## src/rtl/miriscv_mem_arbiter.sv

```systemverilog
// Two-port memory arbiter: merges the fetch and LSU request streams onto one
// memory port, tracks outstanding transactions in order and routes responses
// back to their owner. Fetch gets forced priority after repeated denial.
module miriscv_mem_arbiter #(
    parameter int XLEN         = 32,
    parameter int DEPTH        = 2,
    parameter int STARVE_LIMIT = 4
) (
    input  logic              clk_i,
    input  logic              rst_i,

    input  logic              instr_req_i,
    input  logic [XLEN-1:0]   instr_addr_i,
    input  logic              instr_flush_i,
    output logic              instr_gnt_o,
    output logic              instr_rvalid_o,
    output logic [XLEN-1:0]   instr_rdata_o,

    input  logic              data_req_i,
    input  logic              data_we_i,
    input  logic [XLEN/8-1:0] data_be_i,
    input  logic [XLEN-1:0]   data_addr_i,
    input  logic [XLEN-1:0]   data_wdata_i,
    output logic              data_gnt_o,
    output logic              data_rvalid_o,
    output logic [XLEN-1:0]   data_rdata_o,

    output logic              mem_req_o,
    output logic              mem_we_o,
    output logic [XLEN/8-1:0] mem_be_o,
    output logic [XLEN-1:0]   mem_addr_o,
    output logic [XLEN-1:0]   mem_wdata_o,
    input  logic              mem_gnt_i,
    input  logic              mem_rvalid_i,
    input  logic [XLEN-1:0]   mem_rdata_i,

    output logic              resp_err_o
);

    localparam int PW = (DEPTH > 1) ? $clog2(DEPTH) : 1;
    localparam int CW = $clog2(DEPTH + 1);
    localparam int SW = $clog2(STARVE_LIMIT + 1);

    typedef enum logic [1:0] {IDLE, HOLD_I, HOLD_D} state_t;

    state_t          state, state_nxt;
    logic [DEPTH-1:0] own_q;   // 1 = data owns the entry, 0 = fetch
    logic [DEPTH-1:0] dis_q;   // response is to be swallowed
    logic [PW-1:0]   rd_ptr, wr_ptr;
    logic [CW-1:0]   count;
    logic [SW-1:0]   starve;

    logic sel_data, sel_req, full, empty, starve_max, hs, pop;
    logic head_own, head_dis;

    assign full       = (count == CW'(DEPTH));
    assign empty      = (count == '0);
    assign starve_max = (starve == SW'(STARVE_LIMIT));
    assign head_own   = own_q[rd_ptr];
    assign head_dis   = dis_q[rd_ptr];

    function automatic logic [PW-1:0] ptr_inc(input logic [PW-1:0] p);
        return (p == PW'(DEPTH - 1)) ? '0 : p + 1'b1;
    endfunction

    // Requester selection, memory request and next-state logic
    always_comb begin
        state_nxt = state;
        sel_data  = 1'b0;
        case (state)
            HOLD_I:  sel_data = 1'b0;
            HOLD_D:  sel_data = 1'b1;
            default: sel_data = data_req_i && !(starve_max && instr_req_i);
        endcase
        sel_req   = sel_data ? data_req_i : instr_req_i;
        mem_req_o = sel_req && !full && !rst_i;
        hs        = mem_req_o && mem_gnt_i;
        if (hs)
            state_nxt = IDLE;
        else if (mem_req_o)
            state_nxt = sel_data ? HOLD_D : HOLD_I;
        else if (!sel_req)
            state_nxt = IDLE;
    end

    assign mem_addr_o  = sel_data ? data_addr_i : instr_addr_i;
    assign mem_we_o    = sel_data && data_we_i;
    assign mem_be_o    = sel_data ? data_be_i : '0;
    assign mem_wdata_o = sel_data ? data_wdata_i : '0;

    assign instr_gnt_o = hs && !sel_data;
    assign data_gnt_o  = hs && sel_data;

    // A response only counts if something is outstanding
    assign pop            = mem_rvalid_i && !empty && !rst_i;
    assign instr_rvalid_o = pop && !head_own && !head_dis && !instr_flush_i;
    assign data_rvalid_o  = pop && head_own;
    assign instr_rdata_o  = mem_rdata_i;
    assign data_rdata_o   = mem_rdata_i;

    // FSM state register
    always_ff @(posedge clk_i) begin
        if (rst_i) state <= IDLE;
        else       state <= state_nxt;
    end

    // Outstanding-transaction FIFO; a flush marks every fetch entry, including
    // one being pushed this cycle, so its response is dropped on arrival
    always_ff @(posedge clk_i) begin
        if (rst_i) begin
            own_q  <= '0;
            dis_q  <= '0;
            rd_ptr <= '0;
            wr_ptr <= '0;
            count  <= '0;
        end else begin
            if (instr_flush_i)
                dis_q <= dis_q | ~own_q;
            if (hs) begin
                own_q[wr_ptr] <= sel_data;
                dis_q[wr_ptr] <= instr_flush_i && !sel_data;
                wr_ptr        <= ptr_inc(wr_ptr);
            end
            if (pop)
                rd_ptr <= ptr_inc(rd_ptr);
            case ({hs, pop})
                2'b10:   count <= count + 1'b1;
                2'b01:   count <= count - 1'b1;
                default: count <= count;
            endcase
        end
    end

    // Fetch starvation counter, saturating
    always_ff @(posedge clk_i) begin
        if (rst_i)
            starve <= '0;
        else if (instr_req_i && !instr_gnt_o)
            starve <= starve_max ? starve : starve + 1'b1;
        else
            starve <= '0;
    end

    // Sticky flag for a response that had no matching request
    always_ff @(posedge clk_i) begin
        if (rst_i)
            resp_err_o <= 1'b0;
        else if (mem_rvalid_i && empty)
            resp_err_o <= 1'b1;
    end

endmodule

```

## config.mk

```make
export PLATFORM = sky130hd
export DESIGN_NAME = miriscv_mem_arbiter
export DESIGN_NICKNAME = d
export VERILOG_FILES = /design/src/rtl/miriscv_mem_arbiter.sv
export SDC_FILE = /design/constraint.sdc
export NUM_CORES = 1
export LEC_CHECK = 0
export ABC_AREA = 1
export ABC_CLOCK_PERIOD_IN_PS = 3700
export CAP_MARGIN = 20
export CORE_AREA = 2 2 107 109
export CTS_CLUSTER_SIZE = 8
export DETAILED_ROUTE_END_ITERATION = 8
export DIE_AREA = 0 0 109 111
export DONT_BUFFER_PORTS = 1
export GPL_TIMING_DRIVEN = 0
export PLACE_DENSITY = 0.35
export RECOVER_POWER = 50
export SYNTH_ARGS = -nofsm -noshare
export SYNTH_HDL_FRONTEND = slang
export SYNTH_SLANG_ARGS = --single-unit
```

## constraint.sdc

```tcl
create_clock -name clk_i -period 3.7 [get_ports clk_i]
set_input_delay 0.37 -clock clk_i [delete_from_list [all_inputs] [get_ports clk_i]]
set_output_delay 0.37 -clock clk_i [all_outputs]
set_load 0.1 [all_outputs]
```

### After elaboration in Yosys (flattened, before gate mapping)

Index checks and enable logic that the tools add are counted.

| cells by class | value |
|---|---|
| add/sub/neg operators | 5 |
| magnitude comparators | 3 |
| equal/unequal tests | 7 |
| multiplexer cells | 22 |
| bitwise gates (word level) | 3 |
| reductions and logical operators | 31 |

Operators by type and width:

| cell | count |
|---|---|
| two-way mux 32 bit | 2 |
| logical AND 1 bit | 18 |
| two-way mux 2 bit | 6 |
| zero test 1 bit | 9 |
| two-way mux 1 bit | 8 |
| equality test 2 bit (second input constant) | 3 |
| bitwise mux 2 bit | 2 |
| equality test 2 x 1 -> 1 bit (second input constant) | 2 |
| less-than comparator 1 x 2 -> 1 bit (second input constant) | 2 |
| two-way mux 4 bit | 1 |
| one-hot mux 2 bit (2 select lines) | 1 |
| OR reduction 2 bit | 2 |
| adder 3 x 1 -> 3 bit (second input constant) | 1 |
| equality test 3 bit (second input constant) | 1 |
| adder 1 bit (second input constant) | 2 |
| adder 2 x 1 -> 2 bit (second input constant) | 1 |
| zero test 2 bit | 1 |
| inequality test 2 bit (second input constant) | 1 |
| inverter 2 bit | 1 |
| OR 2 bit | 1 |
| one-hot mux 1 bit (2 select lines) | 1 |
| nonzero test 2 bit | 1 |
| subtractor 2 x 1 -> 2 bit (second input constant) | 1 |
| demux 1 bit (select 1 bit) | 1 |
| 2 further kinds | 2 |

| word-level totals | value |
|---|---|
| bits in registers | 14 |
| input port bits | 140 |
| logic and storage cells | 79 |

### Logic depth before layout (Yosys ltp)

Gate-level depths: netlist (run 1).

| depth | value |
|---|---|
| depth in word-level cells | 14 |
| mapped depth | 12 |

### Worst setup path after synthesis (run 1)

Ideal clock, no wire load.

| path | value |
|---|---|
| path kind | register -> output |
| start | register count[1] |
| end | output data_rvalid_o |
| arrival time | 2642 ps |
| required time | 3330 ps |
| path slack | 688 ps |
| cell stages (with the launch flop) | 3 |
| path buffers | 0 |
| path through | dfxtp_1 -> o21ai_0 -> nor3_1 |

| on the way | value |
|---|---|
| word-level cells in the longest chain between the ends | 5 |

Ends and longest elaborated chain:

| item | RTL line | RTL |
|---|---|---|
| start, declared | 50 | `logic [CW-1:0] count;` |
| start signal, assigned | 127 | `2'b10: count <= count + 1'b1;` |
| start signal, assigned | 128 | `2'b01: count <= count - 1'b1;` |
| start signal, assigned | 129 | `default: count <= count;` |
| zero test 2 bit | 57 | `assign empty = (count == '0);` |
| zero test 1 bit | 95 | `assign pop = mem_rvalid_i && !empty && !rst_i;` |
| logical AND 1 bit (2 in a row) | 95 |  |
| logical AND 1 bit | 97 | `assign data_rvalid_o = pop && head_own;` |
| end, declared | 25 | `output logic data_rvalid_o,` |

No other way between the ends.

### Final worst setup path (run 1)

| path | value |
|---|---|
| start | register state[0] |
| end | output data_gnt_o |

| on the way | value |
|---|---|
| word-level cells in the longest chain between the ends | 7 |

Ends and longest elaborated chain:

| item | RTL line | RTL |
|---|---|---|
| start, declared | 46 | `state_t state, state_nxt;` |
| start signal, assigned | 104 | `else state <= state_nxt;` |
| equality test 2 bit / equality test 2 x 1 -> 1 bit (equally long branches) | 70 | `case (state)` |
| one-hot mux 1 bit (2 select lines) (*) | 70 |  |
| two-way mux 1 bit | 75 | `sel_req = sel_data ? data_req_i : instr_req_i;` |
| logical AND 1 bit (2 in a row) | 76 | `mem_req_o = sel_req && !full && !rst_i;` |
| logical AND 1 bit | 77 | `hs = mem_req_o && mem_gnt_i;` |
| logical AND 1 bit (*) | 92 | `assign data_gnt_o = hs && sel_data;` |
| end, declared | 24 | `output logic data_gnt_o,` |

Every way passes the cells marked *; elsewhere a longest branch is shown, timed or not.

==> results of run 1 <==
## where the power goes
part           leakage (uW)  switching, uW  total, uW  internal, uW
clock network     0.0000442           66.3        230           164
registers          0.000115           17.7        181           163
logic              0.000943           1180       1280           100
## final timing paths
kind / start / slack (ps) / endpoint / depth (start not counted)
max: state[0] / 640 / data_gnt_o / 7
min: mem_rvalid_i / 300 / resp_err_o / 2
min reg2reg: state[0] / 490 / state[0] / 2
max reg2reg: state[0] / 1160 / count[1] / 11
## placed cells by master, fill, tap and decap left out, types with 2 or more instances in the layout
master / instances
nor2_2: 40
inv_1: 55
dfxtp_1: 14
buf_4: 3
ha_1: 4
a21oi_1: 8
nand2_2: 3
clkbuf_16: 3
nand2_1: 116
clkbuf_8: 2
buf_6: 4
inv_2: 2
xor2_1: 3
nor2_1: 12
clkbuf_1: 68
o21ai_0: 9
nand3_1: 5
## cells in the mapped netlist
cell type,count
ha_1,4
nand3_1,4
buf_6,4
o2111ai_1,1
a21oi_4,1
buf_2,1
nor3b_1,1
nand3_4,1
xor2_1,3
nor3_1,1
or2_4,1
a31oi_1,1
buf_4,67
a21oi_1,8
inv_2,2
nand4_4,1
clkbuf_1,3
o21ai_0,9
inv_1,55
nor2_2,1
nor2_1,50
dfxtp_1,14
clkbuf_8,1
nand2_2,4
nor2_4,1
nor3b_2,1
nand3_2,2
nand2_1,115
## routing by layer
metal	part of all wire [%]	GRT usage, %
met5	0	0
met1	40	13.43
met4	0.21	0.7692
met3	7.5	1.411
met2	52	19.71
## state kept, by name (all words and copies together) (netlist names)
register,count
own_q,2
state,2
starve,3
count,2
rd_ptr,1
wr_ptr,1
resp_err_o,1
dis_q,2
## metrics by stage
stage          instances  total power, uW  setup slack, ps
2_1_floorplan        357             1411            688.0
3_3_place_gp         500             1483            555.1
3_5_place_dp         501             1506            852.9
4_1_cts              505             1738            580.0
5_1_grt              505             1747            415.9
6_report             505             1690            636.0
## kinds of logic after synthesis
group	Yosys count	synth area share, %
fa+ha+maj	4	2.454
buf+inv	133	38.83
flops	14	13.74
simple gates	183	37.98
compound gates	20	5.706
xor+xnor	3	1.289
## area by class of cell
| type | instances | area (sq um) |
|---|---|---|
| repair buffers | 1 | 3.754 |
| well taps | 143 | 178.9 |
| multi-input cells | 210 | 1037 |
| clock buffers | 4 | 88.84 |
| fillers | 1332 | 8936 |
| flip-flops and latches | 14 | 280.3 |
| plain buffers | 76 | 337.8 |
| inverters | 57 | 214.0 |
==> flow_metrics.env, run 1 <==
export IMPL_status="finished, final reports clean"
export IMPL_path_cells="inv_1 > ha_1 > inv_1 > nand2_1 > or2_0 > nand4_1 > nor2_2"
export IMPL_crit_buf_inv=2
export IMPL_yosysSeqAreaShare_pct=13.74
export IMPL_diodes=0
export IMPL_drv_slew=0
export IMPL_dp_hpwl_um=6337
export IMPL_dr_pass1_iters=4
export IMPL_setup_tns_ps=0
export IMPL_place_gp_congestion=0.7264
export IMPL_cts_buffers=3
export IMPL_grt_total_usage_pct=10.65
export IMPL_dieArea_sq_um=12100
export IMPL_drive_above_1_share_pct=17.40
export IMPL_io_pins=279
export IMPL_antenna_found_initial=0
export IMPL_grt_max_degree=11
export IMPL_rsz0062_at_grt="no"
export IMPL_num_rows=39
export IMPL_core_sq_um=11080
export IMPL_vias=2006
export IMPL_grt_overflow=0
export IMPL_critPathKind="register to primary output"
export IMPL_slowest_stage="nor2_2"
export IMPL_clk_latency_ps=240
export IMPL_synth_cell_types=28
export IMPL_arrival_ps=2690
export IMPL_start_util_pct=18.41
export IMPL_p_per_area_nw_per_um2=789.3
export IMPL_cts_setup_buffers=0
export IMPL_ir_worst_vdd_uv=217.1
export IMPL_grt_pass1_vias=1783
export IMPL_clk_pin_slew_ps=50
export IMPL_ctsHoldBuffers=0
export IMPL_cp_required_ps=3330
export IMPL_critical_path_max_stage_delay_ps=960
export IMPL_first_iter_violations=71
export IMPL_nNetsFinal=507
export IMPL_cts_root_buf="clkbuf_16"
export IMPL_cts_num_sinks=14
export IMPL_placed_area_sq_um=2336
export IMPL_cap_violations=0
export IMPL_cts_tree="built"
export IMPL_die_h_um=111
export IMPL_leakagePower_uw=0.001102
export IMPL_finalHoldViolCount=0
export IMPL_cts_repair_resized=0
export IMPL_netlist_instances=357
export IMPL_period_minus_slack_ps=3064
export IMPL_fmax_mhz=326.4
export IMPL_yosys_area_top_type="buf_4"
export IMPL_areaGrowthSynthToFinish_pct=4.969
export IMPL_postRouteAntennaNets=0
export IMPL_grt_pass1_wl_um=9984
export IMPL_synth_top_area_share_pct=24.66
export IMPL_drt_total_wl_um=7310
export IMPL_min_path_type="input port to register"
export IMPL_htree_levels=1
export IMPL_post_route_util_pct=19.33
export IMPL_synth_avg_cell_area_sq_um=5.713
export IMPL_synth_area_leaders="buf_4 (25%), nand2_1 (21%), dfxtp_1 (14%)"
export IMPL_syn_area_sq_um=2039
export IMPL_clockBufferDepth=2
export IMPL_drc_errors=0
export IMPL_max_slew_margin_pct=21.96
export IMPL_endpoint_kind="primary output"
export IMPL_crit_top_cell="inv_1"
export IMPL_yosys_warnings=0
export IMPL_crit_path_max_fanout=7
export IMPL_wire_per_inst_um=14.48
export IMPL_crit_family="simple AND/OR/NAND/NOR gates"
export IMPL_synth_seq_cells=14
export IMPL_syn_nets=501
export IMPL_die_x_um=109
export IMPL_whs_ps=302.8
export IMPL_tightestPinTransition_ps=1176
export IMPL_critPathLaunchType="register"
export IMPL_stdcell_area_sq_um=2141
export IMPL_port_buffers=0
export IMPL_period_share_pct=82.81
export IMPL_clock_skew_final_ps=2.161
export IMPL_via_per_inst=3.972
export IMPL_setup_viol=0
Power figures use the tool's default switching activity.
==> run 2: changes to the inputs <==
--- a/config.mk
+++ b/config.mk
@@ -6,7 +6,7 @@
 export NUM_CORES = 1
 export LEC_CHECK = 0
 export ABC_AREA = 1
-export ABC_CLOCK_PERIOD_IN_PS = 3700
+export ABC_CLOCK_PERIOD_IN_PS = 2700
 export CAP_MARGIN = 20
 export CORE_AREA = 2 2 107 109
 export CTS_CLUSTER_SIZE = 8
@@ -14,7 +14,7 @@
 export DIE_AREA = 0 0 109 111
 export DONT_BUFFER_PORTS = 1
 export GPL_TIMING_DRIVEN = 0
-export PLACE_DENSITY = 0.35
+export PLACE_DENSITY = 0.36
 export RECOVER_POWER = 50
 export SYNTH_ARGS = -nofsm -noshare
 export SYNTH_HDL_FRONTEND = slang
==> constraint.sdc (replaced) <==
create_clock -name clk_i -period 2.7 [get_ports clk_i]
set_input_delay 0.27 -clock clk_i [delete_from_list [all_inputs] [get_ports clk_i]]
set_output_delay 0.27 -clock clk_i [all_outputs]
set_load 0.1 [all_outputs]
==> flow_metrics.env, run 2 (synthesis gave the netlist of run 1 again) <==
export IMPL_max_slew_margin_pct=20.26
export IMPL_postRouteAntennaNets=0
export IMPL_num_rows=39
export IMPL_vias=2034
export IMPL_antenna_found_initial=0
export IMPL_dr_pass1_iters=4
export IMPL_setup_viol=8
export IMPL_regMostFlops="starve"
export IMPL_die_x_um=109
export IMPL_sequentialPowerShare_pct=10.3
export IMPL_drc_errors=0
export IMPL_place_gp_congestion=0.7651
export IMPL_ir_worst_vdd_uv=362.2
export IMPL_violations="setup timing"
export IMPL_clk_pin_slew_ps=50
export IMPL_min_path_type="input port to register"
export IMPL_arrival_ps=2570
export IMPL_diodes=0
export IMPL_clock_skew_final_ps=0.7267
export IMPL_drt_total_wl_um=7905
export IMPL_cap_violations=0
export IMPL_grt_overflow=0
export IMPL_cp_required_ps=2430
export IMPL_cts_tree="built"
export IMPL_rsz0062_at_grt="yes"
export IMPL_cts_num_sinks=14
export IMPL_core_sq_um=11080
export IMPL_first_iter_violations=49
export IMPL_io_pins=279
export IMPL_nNetsFinal=506
export IMPL_start_util_pct=18.41
export IMPL_via_per_inst=4.036
export IMPL_clk_latency_ps=240
export IMPL_drive_above_1_share_pct=27.42
export IMPL_wire_per_inst_um=15.68
export IMPL_tightestPinTransition_ps=1201
export IMPL_leakagePower_uw=0.001136
export IMPL_p_int_uw=620.7
export IMPL_setup_tns_ps=-867.9
export IMPL_drv_slew=0
export IMPL_fmax_mhz=351.9
export IMPL_multi_input_area_sq_um=1306
export IMPL_cts_root_buf="clkbuf_16"
export IMPL_clockBufferDepth=2
export IMPL_dp_cells=500
export IMPL_endpoint_kind="primary output"
export IMPL_layout_common_cells="nand2_1 (83), clkbuf_1 (66), inv_1 (55), nand2_2 (33), nor2_4 (31)"
export IMPL_regArea_sq_um=280.3
export IMPL_p_comb_share_pct=76.6
export IMPL_finalHoldViolCount=0
export IMPL_critPathLaunchType="register"
export IMPL_final_common_cell="nand2_1"
export IMPL_switchingPower_uw=1798
export IMPL_dp_hpwl_um=6672
export IMPL_grt_pass1_wl_um=10700
export IMPL_period_minus_slack_ps=2842
export IMPL_pre_cts_slack_ps=2.153
export IMPL_layout_setup_ws_ps=-142.0
export IMPL_netSwitchingFraction_pct=74.34
export IMPL_status="complete, but fails checks"
export IMPL_grt_pass1_vias=1882
export IMPL_whs_ps=173.7
export IMPL_port_buffers=0
export IMPL_p_clk_share_pct=13.1
export IMPL_critPathKind="register to primary output"
export IMPL_htree_levels=1
export IMPL_dieArea_sq_um=12100
export IMPL_cts_setup_buffers=0
export IMPL_crit_path_max_fanout=10
export IMPL_cts_buffers=3
export IMPL_p_per_area_nw_per_um2=1005
export IMPL_post_route_util_pct=21.72
export IMPL_period_share_pct=105.3
export IMPL_fillers=1337
export IMPL_die_h_um=111
export IMPL_grt_total_usage_pct=11.58
export IMPL_final_cells=504
export IMPL_largest_register_ffs=3
export IMPL_grt_max_degree=11
export IMPL_areaGrowthSynthToFinish_pct=17.98
## run 2: area by class of cell
class | instances | area share (%)
sequential | 14 | 11.65
buffer | 76 | 14.04
inverter | 57 | 8.892
tap | 143 | 7.436
clock buffer | 4 | 3.692
multi-input combinational | 210 | 54.29
## run 2: routing by layer
| metal | track usage (%) | wire (um) | up-vias |
|---|---|---|---|
| met5 | 0 | 0 | - |
| met4 | 2.222 | 45 | 0 |
| met3 | 2.528 | 734 | 4 |
| met2 | 21.24 | 4105 | 110 |
| met1 | 13.58 | 3020 | 933 |
| li1 | - | - | 987 |
## run 2: stage by stage
| step | total power [uW] | instance area (sq um) |
|---|---|---|
| 5_1_grt | 2498 | 2406 |
| 3_3_place_gp | 2044 | 2223 |
| 6_report | 2419 | 2406 |
| 3_5_place_dp | 2076 | 2327 |
| 2_1_floorplan | 1935 | 2044 |
| 4_1_cts | 2459 | 2594 |
## run 2: timing repair
action	4_1_cts	5_1_grt
pin swaps	0	0
hold buffers	0	0
setup endpoints to repair	61	28
resized for setup	51	15
## run 2: worst paths after layout
| path | cells past startpoint | slack [ps] | startpoint | to |
|---|---|---|---|---|
| setup reg to reg | 11 | 350 | state[0] | count[1] |
| setup / recovery | 10 | -140 | state[0] | mem_wdata_o[6] |
| hold reg to reg | 2 | 490 | state[0] | state[0] |
| hold / removal | 2 | 170 | instr_req_i | starve[2] |
## run 2: critical path, stage by stage, from the launching register on
cell     delay, ps
dfxtp_1        330
inv_1           50
ha_1           280
nand2_1         50
inv_1           60
nand2_2         70
nand2_2        180
inv_2           60
buf_6          160
buf_4          200
nor2_2         870
## run 2: power by group through the flow
stage	Combinational [uW]	Clock [uW]	Sequential, uW
2_1_floorplan	1690	0	250
6_report	1850	317	249
3_5_place_dp	1820	0	253
4_1_cts	1890	322	249
3_3_place_gp	1790	0	253
5_1_grt	1910	334	251
